==> src/rtl/mem_port_arbiter_pkg.sv <==
// rtl/mem_port_arbiter_pkg.sv - shared types for the fetch/data memory port arbiter
package MemArbStruct;

  localparam int REQ_AW = 64;
  localparam int REQ_DW = 64;

  typedef enum logic [1:0] {IDLE, ISSUE, WAIT} state_e;
  typedef enum logic [1:0] {NONE, FETCH, DATA} owner_e;

  // Upper bound on port widths: ADDR_WIDTH and DATA_WIDTH must not exceed these.
  typedef struct packed {
    logic              wen;
    logic [REQ_AW-1:0] addr;
    logic [REQ_DW-1:0] wdata;
    logic [REQ_DW/8-1:0] wmask;
  } request_t;

endpackage

==> src/rtl/arb_starve_cnt.sv <==
// rtl/arb_starve_cnt.sv - saturating count of arbitrations fetch has lost
module arb_starve_cnt #(
  parameter int STARVE_LIMIT = 8
) (
  input  logic clk,
  input  logic rst,
  input  logic i_inc,
  input  logic i_clr,
  output logic o_sat
);
  localparam int CW = $clog2(STARVE_LIMIT + 1);

  logic [CW-1:0] r_cnt;

  always_ff @(posedge clk) begin
    if (rst || i_clr) begin
      r_cnt <= '0;
    end else if (i_inc && !o_sat) begin
      r_cnt <= r_cnt + CW'(1);
    end
  end

  assign o_sat = (r_cnt == CW'(STARVE_LIMIT));

endmodule

==> src/rtl/mem_port_arbiter.sv <==
// rtl/mem_port_arbiter.sv - fetch/data arbiter for one shared memory request port
// Data beats fetch unless fetch has lost STARVE_LIMIT arbitrations in a row.
module mem_port_arbiter
  import MemArbStruct::*;
#(
  parameter int ADDR_WIDTH   = 64,
  parameter int DATA_WIDTH   = 64,
  parameter int STARVE_LIMIT = 8
) (
  input  logic                    clk,
  input  logic                    rst,
  input  logic                    if_req,
  input  logic [ADDR_WIDTH-1:0]   if_addr,
  input  logic                    if_flush,
  output logic [DATA_WIDTH-1:0]   if_rdata,
  output logic                    if_stall,
  input  logic                    d_ren,
  input  logic                    d_wen,
  input  logic [ADDR_WIDTH-1:0]   d_addr,
  input  logic [DATA_WIDTH-1:0]   d_wdata,
  input  logic [DATA_WIDTH/8-1:0] d_wmask,
  output logic [DATA_WIDTH-1:0]   d_rdata,
  output logic                    d_stall,
  output logic                    m_valid,
  input  logic                    m_ready,
  output logic                    m_wen,
  output logic [ADDR_WIDTH-1:0]   m_addr,
  output logic [DATA_WIDTH-1:0]   m_wdata,
  output logic [DATA_WIDTH/8-1:0] m_wmask,
  input  logic                    m_rvalid,
  input  logic [DATA_WIDTH-1:0]   m_rdata
);
  localparam int MW = DATA_WIDTH / 8;

  state_e                r_state;
  owner_e                r_owner;
  logic                  r_drop;
  logic                  r_m_valid;
  logic                  r_m_wen;
  logic [ADDR_WIDTH-1:0] r_m_addr;
  logic [DATA_WIDTH-1:0] r_m_wdata;
  logic [MW-1:0]         r_m_wmask;

  logic     w_d_req;
  logic     w_sat;
  logic     w_grant_fetch;
  logic     w_grant_data;
  logic     w_complete;
  logic     w_flush_hit;
  request_t w_req;

  always_comb begin
    w_d_req       = d_ren | d_wen;
    w_grant_fetch = (r_state == IDLE) && if_req && (w_sat || !w_d_req);
    w_grant_data  = (r_state == IDLE) && w_d_req && !(w_sat && if_req);
    w_complete    = !rst && m_rvalid &&
                    ((r_state == WAIT) || ((r_state == ISSUE) && m_ready));
    w_flush_hit   = if_flush && (r_owner == FETCH) && (r_state != IDLE);
    // d_wen wins over d_ren if both are (illegally) set.
    w_req.wen     = d_wen;
    w_req.addr    = REQ_AW'(d_addr);
    w_req.wdata   = REQ_DW'(d_wdata);
    w_req.wmask   = (REQ_DW/8)'(d_wmask);
    if (w_grant_fetch) begin
      w_req.wen   = 1'b0;
      w_req.addr  = REQ_AW'(if_addr);
      w_req.wdata = '0;
      w_req.wmask = '0;
    end
  end

  arb_starve_cnt #(.STARVE_LIMIT(STARVE_LIMIT)) u_starve (
    .clk   (clk),
    .rst   (rst),
    .i_inc (w_grant_data && if_req),
    .i_clr (w_grant_fetch),
    .o_sat (w_sat)
  );

  always_ff @(posedge clk) begin
    if (rst) begin
      r_state   <= IDLE;
      r_owner   <= NONE;
      r_drop    <= 1'b0;
      r_m_valid <= 1'b0;
      r_m_wen   <= 1'b0;
      r_m_addr  <= '0;
      r_m_wdata <= '0;
      r_m_wmask <= '0;
    end else begin
      case (r_state)
        IDLE: begin
          r_drop <= 1'b0;
          if (w_grant_fetch || w_grant_data) begin
            r_state   <= ISSUE;
            r_owner   <= w_grant_fetch ? FETCH : DATA;
            r_m_valid <= 1'b1;
            r_m_wen   <= w_req.wen;
            r_m_addr  <= ADDR_WIDTH'(w_req.addr);
            r_m_wdata <= DATA_WIDTH'(w_req.wdata);
            r_m_wmask <= MW'(w_req.wmask);
          end
        end
        ISSUE: begin
          if (w_flush_hit) r_drop <= 1'b1;
          if (m_ready) begin
            r_m_valid <= 1'b0;
            if (m_rvalid) begin
              r_state <= IDLE;
              r_owner <= NONE;
              r_drop  <= 1'b0;
            end else begin
              r_state <= WAIT;
            end
          end
        end
        WAIT: begin
          if (w_flush_hit) r_drop <= 1'b1;
          if (m_rvalid) begin
            r_state <= IDLE;
            r_owner <= NONE;
            r_drop  <= 1'b0;
          end
        end
        default: begin
          r_state   <= IDLE;
          r_owner   <= NONE;
          r_m_valid <= 1'b0;
        end
      endcase
    end
  end

  a_rw_exclusive: assert property (@(posedge clk) disable iff (rst) !(d_ren && d_wen));

  assign m_valid  = r_m_valid;
  assign m_wen    = r_m_wen;
  assign m_addr   = r_m_addr;
  assign m_wdata  = r_m_wdata;
  assign m_wmask  = r_m_wmask;
  assign if_rdata = m_rdata;
  assign d_rdata  = m_rdata;
  // A flush landing on the completion cycle still suppresses delivery.
  assign if_stall = (w_complete && (r_owner == FETCH) && !r_drop && !if_flush) ? 1'b0 : if_req;
  assign d_stall  = (w_complete && (r_owner == DATA)) ? 1'b0 : w_d_req;

endmodule

==> config.mk <==
export PLATFORM = sky130hd
export DESIGN_NAME = mem_port_arbiter
export DESIGN_NICKNAME = d
export VERILOG_FILES = /design/src/rtl/mem_port_arbiter_pkg.sv /design/src/rtl/arb_starve_cnt.sv /design/src/rtl/mem_port_arbiter.sv
export SDC_FILE = /design/constraint.sdc
export NUM_CORES = 1
export LEC_CHECK = 0
export BUFFER_PORTS_ARGS = -buffer_cell sky130_fd_sc_hd__buf_2
export CAP_MARGIN = 10
export CORE_AREA = 2 2 212 214
export CTS_CLUSTER_DIAMETER = 100
export DETAILED_ROUTE_END_ITERATION = 10
export DIE_AREA = 0 0 214 216
export GPL_ROUTABILITY_DRIVEN = 0
export PLACE_DENSITY = 0.37
export SETUP_SLACK_MARGIN = 0.1
export SLEW_MARGIN = 20
export SYNTH_ARGS = -nofsm -noshare
export SYNTH_HDL_FRONTEND = slang
export SYNTH_SLANG_ARGS = --single-unit
==> constraint.sdc <==
create_clock -name clk -period 2.3 [get_ports clk]
set_clock_uncertainty 0.15 [all_clocks]
set_input_delay 0.115 -clock clk [delete_from_list [all_inputs] [get_ports clk]]
set_output_delay 0.115 -clock clk [all_outputs]
set_load 0.01 [all_outputs]
* Word level (Yosys, flattened, before mapping)
Cells that the tools add are included.
** Storage, ports and cells
- Output and inout bits :: 268
- Word-level logic and storage cells :: 73
- Register bits after elaboration :: 147
** Operators by class
- Add/sub/neg operators :: 1
- Muxes and demuxes :: 20
- Equal/unequal tests :: 8
- Bitwise operators :: 2
- Reductions and logical operators :: 33
** Operator list (number)
- $mux W137 :: 1
- $logic_and A1 B1 Y1 :: 16
- $mux W2 :: 8
- $pmux W2 S3 :: 2
- $mux W1 :: 7
- $logic_not A1 Y1 :: 6
- $pmux W1 S3 :: 2
- $reduce_and A3 Y1 :: 2
- $add A4 B1 Y4 const B :: 1
- $eq A2 B1 Y1 const B :: 2
- $eq A2 B2 Y1 const B :: 2
- $eq A4 B4 Y1 const B :: 1
- $logic_or A1 B1 Y1 :: 4
- $ne A2 B2 Y1 const B :: 2
- $reduce_and A2 Y1 :: 2
- $reduce_bool A3 Y1 :: 1
- $logic_not A2 Y1 :: 1
- $ne A2 B1 Y1 const B :: 1
- $reduce_bool A2 Y1 :: 1
- $not A1 Y1 :: 1
- $or A1 B1 Y1 :: 1

* Depth between registers and ports, before layout
Gate-level depths: netlist of the first run.
- Depth after elaboration :: 8
- Gate-level depth with buffers :: 9

* Hierarchy
Synthesis of the first run repeated with hierarchy kept, for this count alone.
** Unflattened totals
- Cells, all modules :: 664
- Area total of the unflattened synthesis :: 6613.8 um^2
** By module, submodules not included
- mem_port_arbiter :: area each 6389.9 um^2, cells each 639, instances 1, sequential area each 2862.7 um^2
- arb_starve_cnt :: area each 224.0 um^2, cells each 25, instances 1, sequential area each 80.1 um^2

* Least setup slack after synthesis of the first run
No wires, ideal clock.
- Path kind :: register to register
- Start :: register r_state[0]
- End :: register r_m_addr[27] (netlist: m_addr[27])
- Buffers on the path :: 3
- Cell stages (with the launch flop) :: 10
- Clock period less this slack :: 1.916 ns
- Required time :: 2.019 ns
- Setup slack :: 0.384 ns
- Arrival time :: 1.635 ns
- Cells stage by stage :: dfxtp_1 > inv_1 > ha_1 > buf_2 > nand2_1 > a21oi_2 > buf_4 > buf_4 > mux2i_1 > o21ai_0
** On the way
- Word-level cells in the longest chain between the ends :: 5
- Elaborated cells between the ends (all ways) :: 8
** Ends and longest elaborated chain
- start, declared :: RTL line mem_port_arbiter.sv:35 : state_e r_state;
- start signal, assigned :: RTL line mem_port_arbiter.sv:82 : r_state <= IDLE;
- start signal, assigned :: RTL line mem_port_arbiter.sv:95 : r_state <= ISSUE;
- start signal, assigned :: RTL line mem_port_arbiter.sv:109 : r_state <= IDLE;
- $logic_not A2 Y1 * :: RTL line mem_port_arbiter.sv:54, mem_port_arbiter.sv:55, mem_port_arbiter.sv:91
- $logic_and A1 B1 Y1 (on tied branches) (2 in a row) :: RTL line mem_port_arbiter.sv:54, mem_port_arbiter.sv:55
- $logic_or A1 B1 Y1 :: RTL line mem_port_arbiter.sv:94 : if (w_grant_fetch || w_grant_data) begin
- $reduce_and A2 Y1 (no source line)
- end signal, assigned :: RTL line mem_port_arbiter.sv:99 : r_m_addr <= ADDR_WIDTH'(w_req.addr);
- end, declared :: RTL line mem_port_arbiter.sv:40 : logic [ADDR_WIDTH-1:0] r_m_addr;
Every way passes the cells marked *; elsewhere a longest branch is shown, timed or not.
A chain may end at the register's enable or synchronous reset.

* Worst setup path after layout of the first run
- Start :: register r_state[1]
- End :: output if_stall
** On the way
- Word-level cells in the longest chain between the ends :: 8
- Elaborated cells between the ends (all ways) :: 9
** Ends and longest elaborated chain
- $eq A2 B1 Y1 :: RTL line mem_port_arbiter.sv:57 : ((r_state == WAIT) || ((r_state == ISSUE) && m_ready));
- $logic_and A1 B1 Y1 :: RTL line mem_port_arbiter.sv:57
- $logic_or A1 B1 Y1 * :: RTL line mem_port_arbiter.sv:57
- $logic_and A1 B1 Y1 * :: RTL line mem_port_arbiter.sv:56 : w_complete = !rst && m_rvalid &&
- $logic_and A1 B1 Y1 * (3 in a row) :: RTL line mem_port_arbiter.sv:144 : assign if_stall = (w_complete && (r_owner == FETCH) && !r_drop && !if_flush) ? 1'b0 : if_req;
- $mux W1 * :: RTL line mem_port_arbiter.sv:144
- end, declared :: RTL line mem_port_arbiter.sv:16 : output logic if_stall,
Marks and branches as above.

==> qor.yml, run 1 <==
status:
  run_status: "completed"
clocking:
  cts_made_buffers: 17
  cts.path.max_buffers: 2
  tritoncts: "yes"
  clk_latency_ns: 0.47
  clk_transition_reported_paths_ns: 0.07
  htree_levels: 4
  cts_num_sinks: 147
  clock-root-buffer: "sky130_fd_sc_hd__clkbuf_16"
logic_synthesis:
  synthXorXnorAreaFrac_pct: 0
  ys_ff_latch: 147
  synth-adder-area-share_pct: 1.36
  mappedNetlistNets: 930
  yosys.area_share.simple_pct: 7.40
  synth_async_sr_flop_share_pct: 0
  synth_seq_area_share_pct: 45.8
  syn_area_per_cell_um2: 9.87
  syn-instance-count: 651
  synth_edf_count: 0
  main_combinational_cell_family_by_area_after_synthesis: "buffers and inverters"
  synthesized_area_fraction_occupied_by_ao_oa_aoi_and_oai_cells_pct: 16.7
  yosysUniqueCellTypes: 37
  yosys-mux-area-fraction_pct: 10.4
  synth_flop_cell: "sky130_fd_sc_hd__dfxtp_1"
  post_synth_instance_area_mm2: 0.00643
  yosysWarningCount: 0
sta:
  finalCritPeriodShare_pct: 98.3
  setup_repair_after_global_routing_missed_its_margin: "yes"
  timing.fmax_mhz: 442
  worst_slew_margin_rel_pct: 67.3
  hold_viol: 0
  worst_slew_pin_slew_ns: 0.490
  maxSlewViolCount: 0
  setup_viol: 0
  fin_crit_ns: 2.26
setup_path:
  reg2regPathDepth: 9
  launch_point_of_the_worst_path: "r_state[1]"
  critPathKind: "reg2out"
  r2r_setup_slack_ns: 0.23
  path_cells: "inv_4, ha_4, a21oi_2, or3b_4, o41a_1, buf_2"
  arrival_ns: 2.00
  crit-reg2reg-launch: "r_state[1]"
  crit_required_ns: 2.04
  worstSetupStartpointType: "flip-flop"
  timing.critical_path.to_type: "output port"
  cp_max_fo: 3
  slowest_stage: "sky130_fd_sc_hd__dfxtp_4"
  critPathMaxStageDelay_ns: 0.37
routing:
  detail_route.vias_per_cell: 3.66
  iteration_count_of_the_initial_detailed_routing_pass: 4
  drc: 0
  routed-via-count: 6211
  routed_wirelength_um: 24100
  drt.antenna.violating_nets: 0
  route.detailed.wl_per_inst_um: 14.2
  drt_first_iter_violations: 198
floorplanning:
  design.core.area_mm2: 0.0438
  die_area_mm2: 0.0462
  chip_width_um: 214
  start_util_pct: 14.7
  io-pin-count: 540
  die_y_um: 216
  core.rowCount: 77
layout:
  ratio_of_cells_with_drive_above_1_in_the_final_layout_pct: 38.6
  syn_to_final_growth_pct: 69.1
  finish.utilization_pct: 24.8
  design.final.nets: 1373
  antenna_cells_inserted: 0
  final_cell_mix: "347 x sky130_fd_sc_hd__buf_2, 208 x sky130_fd_sc_hd__dlygate4sd3_1, 145 x sky130_fd_sc_hd__dfxtp_1"
  layout_commonest_cell: "sky130_fd_sc_hd__buf_2"
  stdcell_area_mm2: 0.0109
power:
  power.total_uw: 7550
  leakage_power_uw: 0.00486
  power.ir.vdd_worst_mv: 0.397
  power_density_mw_per_mm2: 694
grt:
  grt_pass1_vias: 6578
  grt_usage_pct: 10.3
  global_route_wire_length_before_repair_um: 36000
  antenna_found_initial: 0
  grt.overflow.total: 0
  grt_max_degree: 77
placed_design:
  place_area_mm2: 0.00800
  port_buffers: 347
  detailedPlacementHpwl_um: 16300
job:
  drv.max_cap_violation_count: 0
hold_path:
  hold_path.class: "in2reg"
  whs_path_depth: 5
  holdCritStartpoint: "d_ren"
==> final cells by class <==
type | count | area (µm²)
Clock buffer | 17 | 425
Fill cell | 4695 | 33000
Clock inverter | 15 | 188
Sequential cell | 147 | 2950
Timing Repair Buffer | 589 | 4190
Multi-Input combinational cell | 334 | 2350
Tap cell | 592 | 741
Inverter | 5 | 23.8
==> registers in the layout, indices dropped and copies added (netlist names) <==
register	cells
m_valid	1
r_owner	2
m_wdata	64
m_addr	64
u_starve.r_cnt	4
r_drop	1
m_wen	1
r_state	2
m_wmask	8
==> through the flow <==
stage	instances	worst slack [ns]	hold WS (ns)	TNS [ns]
floorplan	651	0.384	0.0685	0
global placement	1446	0.121	0.0801	0
detailed placement	1446	0.0615	0.0801	0
CTS	1690	-0.0118	0.0303	-0.0118
global route	1699	-0.0443	0.0800	-0.0443
finish	1699	0.0386	0.0794	0
==> final timing paths <==
kind                            end
setup / recovery           if_stall
hold / removal    u_starve.r_cnt[2]
setup reg to reg         m_addr[47]
hold reg to reg          m_addr[39]
==> report_power, final <==
part           switching, µW  internal, µW
Clock                   1340          1650
Sequential               140          2820
Combinational            754           842
==> metal layers <==
| layer | global-route usage, % | vias up | wire [µm] |
|---|---|---|---|
| li1 | - | 3034 | - |
| met1 | 10.1 | 2818 | 9240 |
| met2 | 17.6 | 303 | 11900 |
| met3 | 4.28 | 56 | 1930 |
| met4 | 6.97 | 0 | 1060 |
| met5 | 0 | - | 0 |
==> Yosys cell counts, types with 3 or more instances <==
cell | count | area share, %
sky130_fd_sc_hd__ha_1 | 7 | 1.4
sky130_fd_sc_hd__dfxtp_1 | 147 | 46
sky130_fd_sc_hd__a22o_1 | 72 | 9.8
sky130_fd_sc_hd__mux2i_1 | 67 | 10
sky130_fd_sc_hd__nand2b_1 | 3 | 0.29
sky130_fd_sc_hd__nor3_1 | 5 | 0.39
sky130_fd_sc_hd__nor2b_1 | 4 | 0.39
sky130_fd_sc_hd__a21oi_1 | 8 | 0.62
sky130_fd_sc_hd__o21ai_1 | 19 | 1.5
sky130_fd_sc_hd__nand2_1 | 72 | 4.2
sky130_fd_sc_hd__inv_1 | 5 | 0.29
sky130_fd_sc_hd__clkbuf_1 | 7 | 0.41
sky130_fd_sc_hd__buf_2 | 19 | 1.5
sky130_fd_sc_hd__o21ai_0 | 46 | 3.6
sky130_fd_sc_hd__nor2_1 | 8 | 0.47
sky130_fd_sc_hd__buf_4 | 138 | 16
==> what timing repair did <==
item	4_1_cts	5_1_grt
setup endpoints to repair	15	35
hold buffers	208	0
buffers inserted	4	8
endpoints found under the hold margin	147	0
gates resized for setup	15	3
gates cloned	0	1
pin swaps	2	2
==> worst max-delay path, delay by kind of cell (launching register included) <==
| family | cells | cell delay (ns) |
|---|---|---|
| AOI/OAI and AO/OA | 2 | 0.42 |
| adders and majority gates | 1 | 0.15 |
| buffers and inverters | 2 | 0.21 |
| DFF | 1 | 0.37 |
| and+or+nand+nor | 1 | 0.37 |
==> cells by family after synthesis <==
logic type,after synthesis
compound gates,153
fa+ha+maj,7
buf+inv,170
flops,147
mux,67
simple gates,107
Note: power is estimated with default switching activity, not from simulation.
==> inputs of run 2 (changes only) <==
- PLACE_DENSITY: 0.37 -> not set
==> run 2 against run 1 <==
Routed wire length is 0.15% higher; cell area is 1.6% lower; cell count is 0.71% lower; critical path depth stayed put; largest cell class unchanged.
==> qor.yml, run 2 (same netlist as run 1, synthesis figures left out) <==
grt:
  grt.overflow.total: 0
  antenna_found_initial: 0
  grt_pass1_vias: 6633
  global_route_wire_length_before_repair_um: 35900
  grt_usage_pct: 10.1
  grt_max_degree: 79
clocking:
  htree_levels: 4
  clk_latency_ns: 0.46
  cts_num_sinks: 147
  clk_transition_reported_paths_ns: 0.06
  clock-root-buffer: "sky130_fd_sc_hd__clkbuf_16"
  cts.path.max_buffers: 2
  cts_made_buffers: 17
  tritoncts: "yes"
floorplanning:
  die_y_um: 216
  start_util_pct: 14.7
  die_area_mm2: 0.0462
  chip_width_um: 214
  io-pin-count: 540
  core.rowCount: 77
  design.core.area_mm2: 0.0438
status:
  run_status: "completed"
sta:
  worst_slew_pin_slew_ns: 0.428
  maxSlewViolCount: 0
  setup_repair_after_global_routing_missed_its_margin: "yes"
  setup_viol: 0
  timing.fmax_mhz: 460
  hold_viol: 0
  fin_crit_ns: 2.17
  totalNegativeSetupSlack_ns: 0
  worst_slew_margin_rel_pct: 71.4
  finalCritPeriodShare_pct: 94.5
setup_path:
  crit_required_ns: 2.04
  arrival_ns: 1.91
  r2r_setup_slack_ns: 0.16
  timing.critical_path.to_type: "output port"
  worstSetupStartpointType: "flip-flop"
  cp_max_fo: 4
  critPathKind: "reg2out"
routing:
  met1_routed_length_um: 8720
  route.detailed.wl_per_inst_um: 14.3
  routed-via-count: 6367
  topRoutingLayerUsed: "met4"
  detail_route.vias_per_cell: 3.77
  drt.antenna.violating_nets: 0
  routed_wirelength_um: 24100
  drc: 0
  met3_wire_len_um: 2370
  iteration_count_of_the_initial_detailed_routing_pass: 4
  wl_met2_um: 12100
  drt_first_iter_violations: 214
placed_design:
  detailedPlacementHpwl_um: 15100
  place_area_mm2: 0.00796
  place.detailed.instances: 1442
  port_buffers: 347
layout:
  syn_to_final_growth_pct: 66.3
  layout_commonest_cell: "sky130_fd_sc_hd__buf_2"
  multi_input_area_mm2: 0.00235
  stdcell_area_mm2: 0.0107
  antenna_cells_inserted: 0
  final_cell_mix: "347 x sky130_fd_sc_hd__buf_2, 208 x sky130_fd_sc_hd__dlygate4sd3_1, 145 x sky130_fd_sc_hd__dfxtp_1"
  ratio_of_cells_with_drive_above_1_in_the_final_layout_pct: 37.7
  post_layout_nonfiller_instances: 1687
  seqCellArea_mm2: 0.00295
  layout.filler_cells: 4577
  design.final.nets: 1361
power:
  power.ir.vdd_worst_mv: 0.404
  power_density_mw_per_mm2: 671
  leakage_power_uw: 0.00477
hold_path:
  hold_path.class: "in2reg"
job:
  drv.max_cap_violation_count: 0
==> run 2: cell count changes in the layout (fill, tap and decap cells not counted), moves of 2 or more <==
| cell | previous run | this run |
|---|---|---|
| sky130_fd_sc_hd__buf_4 | 25 | 15 |
| sky130_fd_sc_hd__bufinv_16 | 2 | 0 |
| sky130_fd_sc_hd__inv_8 | 4 | 0 |
| sky130_fd_sc_hd__clkinv_4 | 0 | 2 |
| sky130_fd_sc_hd__clkbuf_8 | 0 | 2 |
| sky130_fd_sc_hd__clkinv_2 | 0 | 2 |
==> run 2: area by class of cell <==
type,count,area share [%]
inverters,5,0.222
well taps,592,6.93
repair buffers,577,38.1
clock inverters,12,0.878
clock buffers,20,4.27
multi-input cells,334,22.0
flip-flops and latches,147,27.6
==> run 2: critical path, cell delays in order (launching register included) <==
cell                      delay, ns
sky130_fd_sc_hd__dfxtp_4       0.37
sky130_fd_sc_hd__inv_4         0.07
sky130_fd_sc_hd__ha_4          0.13
sky130_fd_sc_hd__a21oi_1       0.06
sky130_fd_sc_hd__or3b_4        0.38
sky130_fd_sc_hd__o41a_1        0.31
sky130_fd_sc_hd__buf_2         0.14
==> run 2: path summary, 6_finish.rpt <==
check,startpoint,cells after the start,end
setup / recovery,r_state[1],6,if_stall
hold / removal,d_ren,5,u_starve.r_cnt[2]
setup reg to reg,r_state[0],9,m_addr[4]
hold reg to reg,m_addr[29],2,m_addr[29]
==> run 2: what timing repair did <==
action | 4_1_cts | 5_1_grt
resized for setup | 14 | 1
hold endpoints to repair | 147 | 0
pin swaps | 2 | 0
setup buffers | 3 | 1
cloned | 0 | 1
hold buffers | 208 | 0
endpoints found under the setup margin | 2 | 35
==> run 2: layer usage <==
metal	track usage (%)	up-vias
li1	-	3003
met1	9.24	2946
met2	17.8	351
met3	5.38	67
met4	5.97	0
met5	0	-
==> run 2: power by group <==
part           leakage [µW]  switching, µW  internal (µW)
clock network      0.000264           1190           1450
registers           0.00121            154           2820
logic               0.00329            742            819
total               0.00477           2080           5090
==> run 2: per-stage QoR <==
step	utilization [%]	total power, µW	hold WS [ns]	setup WS, ns
2_1_floorplan	-	3850	0.0685	0.384
3_3_place_gp	18.2	4240	0.0801	0.237
3_5_place_dp	18.2	4260	0.0801	0.136
4_1_cts	24.3	7270	0.00795	0.0821
5_1_grt	24.4	7550	0.0581	0.0416
6_report	24.4	7170	0.0646	0.127
==> inputs of run 3 (changes only) <==
- TNS_END_PERCENT: not set -> 10
- clock period: 2.3 -> 2.5 ns (I/O delays scaled with it)
==> run 3 against run 2 <==
Combinational power fell by 9%; cell area barely moved; routed wire length fell by 4.4%; critical path depth did not move; sequential cell count did not move; clock power fell by 2%; via count fell by 2.2%; critical path type unchanged; largest cell class unchanged; highest routed layer unchanged.
==> qor.yml, run 3 (same netlist as run 1, synthesis figures left out) <==
layout:
  ratio_of_cells_with_drive_above_1_in_the_final_layout_pct: 37.8
  antenna_cells_inserted: 0
  layout.filler_cells: 4572
  post_layout_nonfiller_instances: 1688
  finish.utilization_pct: 24.4
  final_cell_mix: "347 x sky130_fd_sc_hd__buf_2, 207 x sky130_fd_sc_hd__dlygate4sd3_1, 145 x sky130_fd_sc_hd__dfxtp_1"
  design.final.nets: 1363
  layout_commonest_cell: "sky130_fd_sc_hd__buf_2"
  syn_to_final_growth_pct: 66.5
grt:
  global_route_wire_length_before_repair_um: 35400
  grt_pass1_vias: 6552
  grt_max_degree: 80
  grt_usage_pct: 9.85
  antenna_found_initial: 0
  grt.overflow.total: 0
clocking:
  htree_levels: 4
  clk_latency_ns: 0.44
  clk_transition_reported_paths_ns: 0.06
  tritoncts: "yes"
  cts_made_buffers: 17
  cts_num_sinks: 147
  clock-root-buffer: "sky130_fd_sc_hd__clkbuf_16"
  cts.path.max_buffers: 2
floorplanning:
  chip_width_um: 214
  die_area_mm2: 0.0462
  io-pin-count: 540
  start_util_pct: 14.7
  die_y_um: 216
  design.core.area_mm2: 0.0438
  core.rowCount: 77
sta:
  worst_slew_margin_rel_pct: 72.0
  worst_slew_pin_slew_ns: 0.420
  fin_crit_ns: 2.34
  hold_viol: 0
  setup_viol: 0
  setup_repair_after_global_routing_missed_its_margin: "yes"
  totalNegativeSetupSlack_ns: 0
  timing.fmax_mhz: 428
  finalCritPeriodShare_pct: 93.6
  fin_hold_ws_ns: 0.00841
  maxSlewViolCount: 0
routing:
  iteration_count_of_the_initial_detailed_routing_pass: 4
  routed-via-count: 6229
  drt_first_iter_violations: 286
  drt.antenna.violating_nets: 0
  detail_route.vias_per_cell: 3.69
  drc: 0
  route.detailed.wl_per_inst_um: 13.7
  routed_wirelength_um: 23100
setup_path:
  cp_max_fo: 4
  timing.critical_path.to_type: "output port"
  r2r_setup_slack_ns: 0.21
  slowest_stage: "sky130_fd_sc_hd__or3b_2"
  worst_path_dominant_cell_family: "simple AND/OR/NAND/NOR gates"
  path_buf_inv: 2
  total_stage_count_of_the_critical_path: 6
  critPathMaxStageDelay_ns: 0.45
  worstSetupStartpointType: "flip-flop"
  critPathKind: "reg2out"
  crit_required_ns: 2.23
  arrival_ns: 2.06
  reg2regPathDepth: 9
  path_cells: "inv_2, ha_4, a21oi_1, or3b_2, o41a_1, buf_2"
power:
  power.ir.vdd_worst_mv: 0.276
  power.total_uw: 6720
  leakage_power_uw: 0.00478
  power_density_mw_per_mm2: 629
status:
  run_status: "completed"
job:
  drv.max_cap_violation_count: 0
placed_design:
  detailedPlacementHpwl_um: 15200
  port_buffers: 347
  place.detailed.instances: 1443
hold_path:
  hold_path.class: "in2reg"
  whs_path_depth: 4
## run 3: path summary, 6_finish.rpt
check | startpoint | to
max reg2reg | r_state[1] | m_addr[19]
min | if_req | u_starve.r_cnt[1]
min reg2reg | m_addr[47] | m_addr[47]
max | r_state[0] | if_stall
## run 3: final cells by class
type / count / area [µm²] / area share (%)
clock buffers: 18 / 429 / 4.01
clock inverters: 13 / 150 / 1.40
inverters: 5 / 18.8 / 0.175
multi-input cells: 334 / 2340 / 21.9
flip-flops and latches: 147 / 2950 / 27.5
well taps: 592 / 741 / 6.92
repair buffers: 579 / 4070 / 38.1
## run 3: metrics by stage
step	area (µm²)	setup WS [ns]
after floorplan	6430	0.584
after global placement	7970	0.480
after detailed placement	7970	0.458
after CTS	10700	0.101
after global routing	10700	0.0400
final	10700	0.161
## run 3: tightest hold or removal path: stages
cell,delay (ns)
sky130_fd_sc_hd__buf_2,0.15
sky130_fd_sc_hd__nand2_2,0.13
sky130_fd_sc_hd__nand2_1,0.09
sky130_fd_sc_hd__a21oi_1,0.05
## run 3: where the power goes
| group | total (µW) | internal [µW] | switching (µW) |
|---|---|---|---|
| clock network | 2570 | 1480 | 1090 |
| registers | 2740 | 2600 | 141 |
| logic | 1420 | 746 | 671 |
## run 3: metal layers
metal,track usage (%),part of all wire [%],up-vias
li1,-,-,3009
met1,9.49,37,2847
met2,17.2,50,313
met3,4.55,9.1,60
met4,5.90,4.0,0
met5,0,0,-
## run 3: timing repair
| action | 4_1_cts | 5_1_grt |
|---|---|---|
| hold buffers | 207 | 0 |
| resized for setup | 8 | 1 |
| setup buffers | 1 | 6 |
| endpoints found under the setup margin | 1 | 5 |
| endpoints found under the hold margin | 147 | 0 |
| gates cloned | 0 | 0 |
| pin swaps | 0 | 0 |
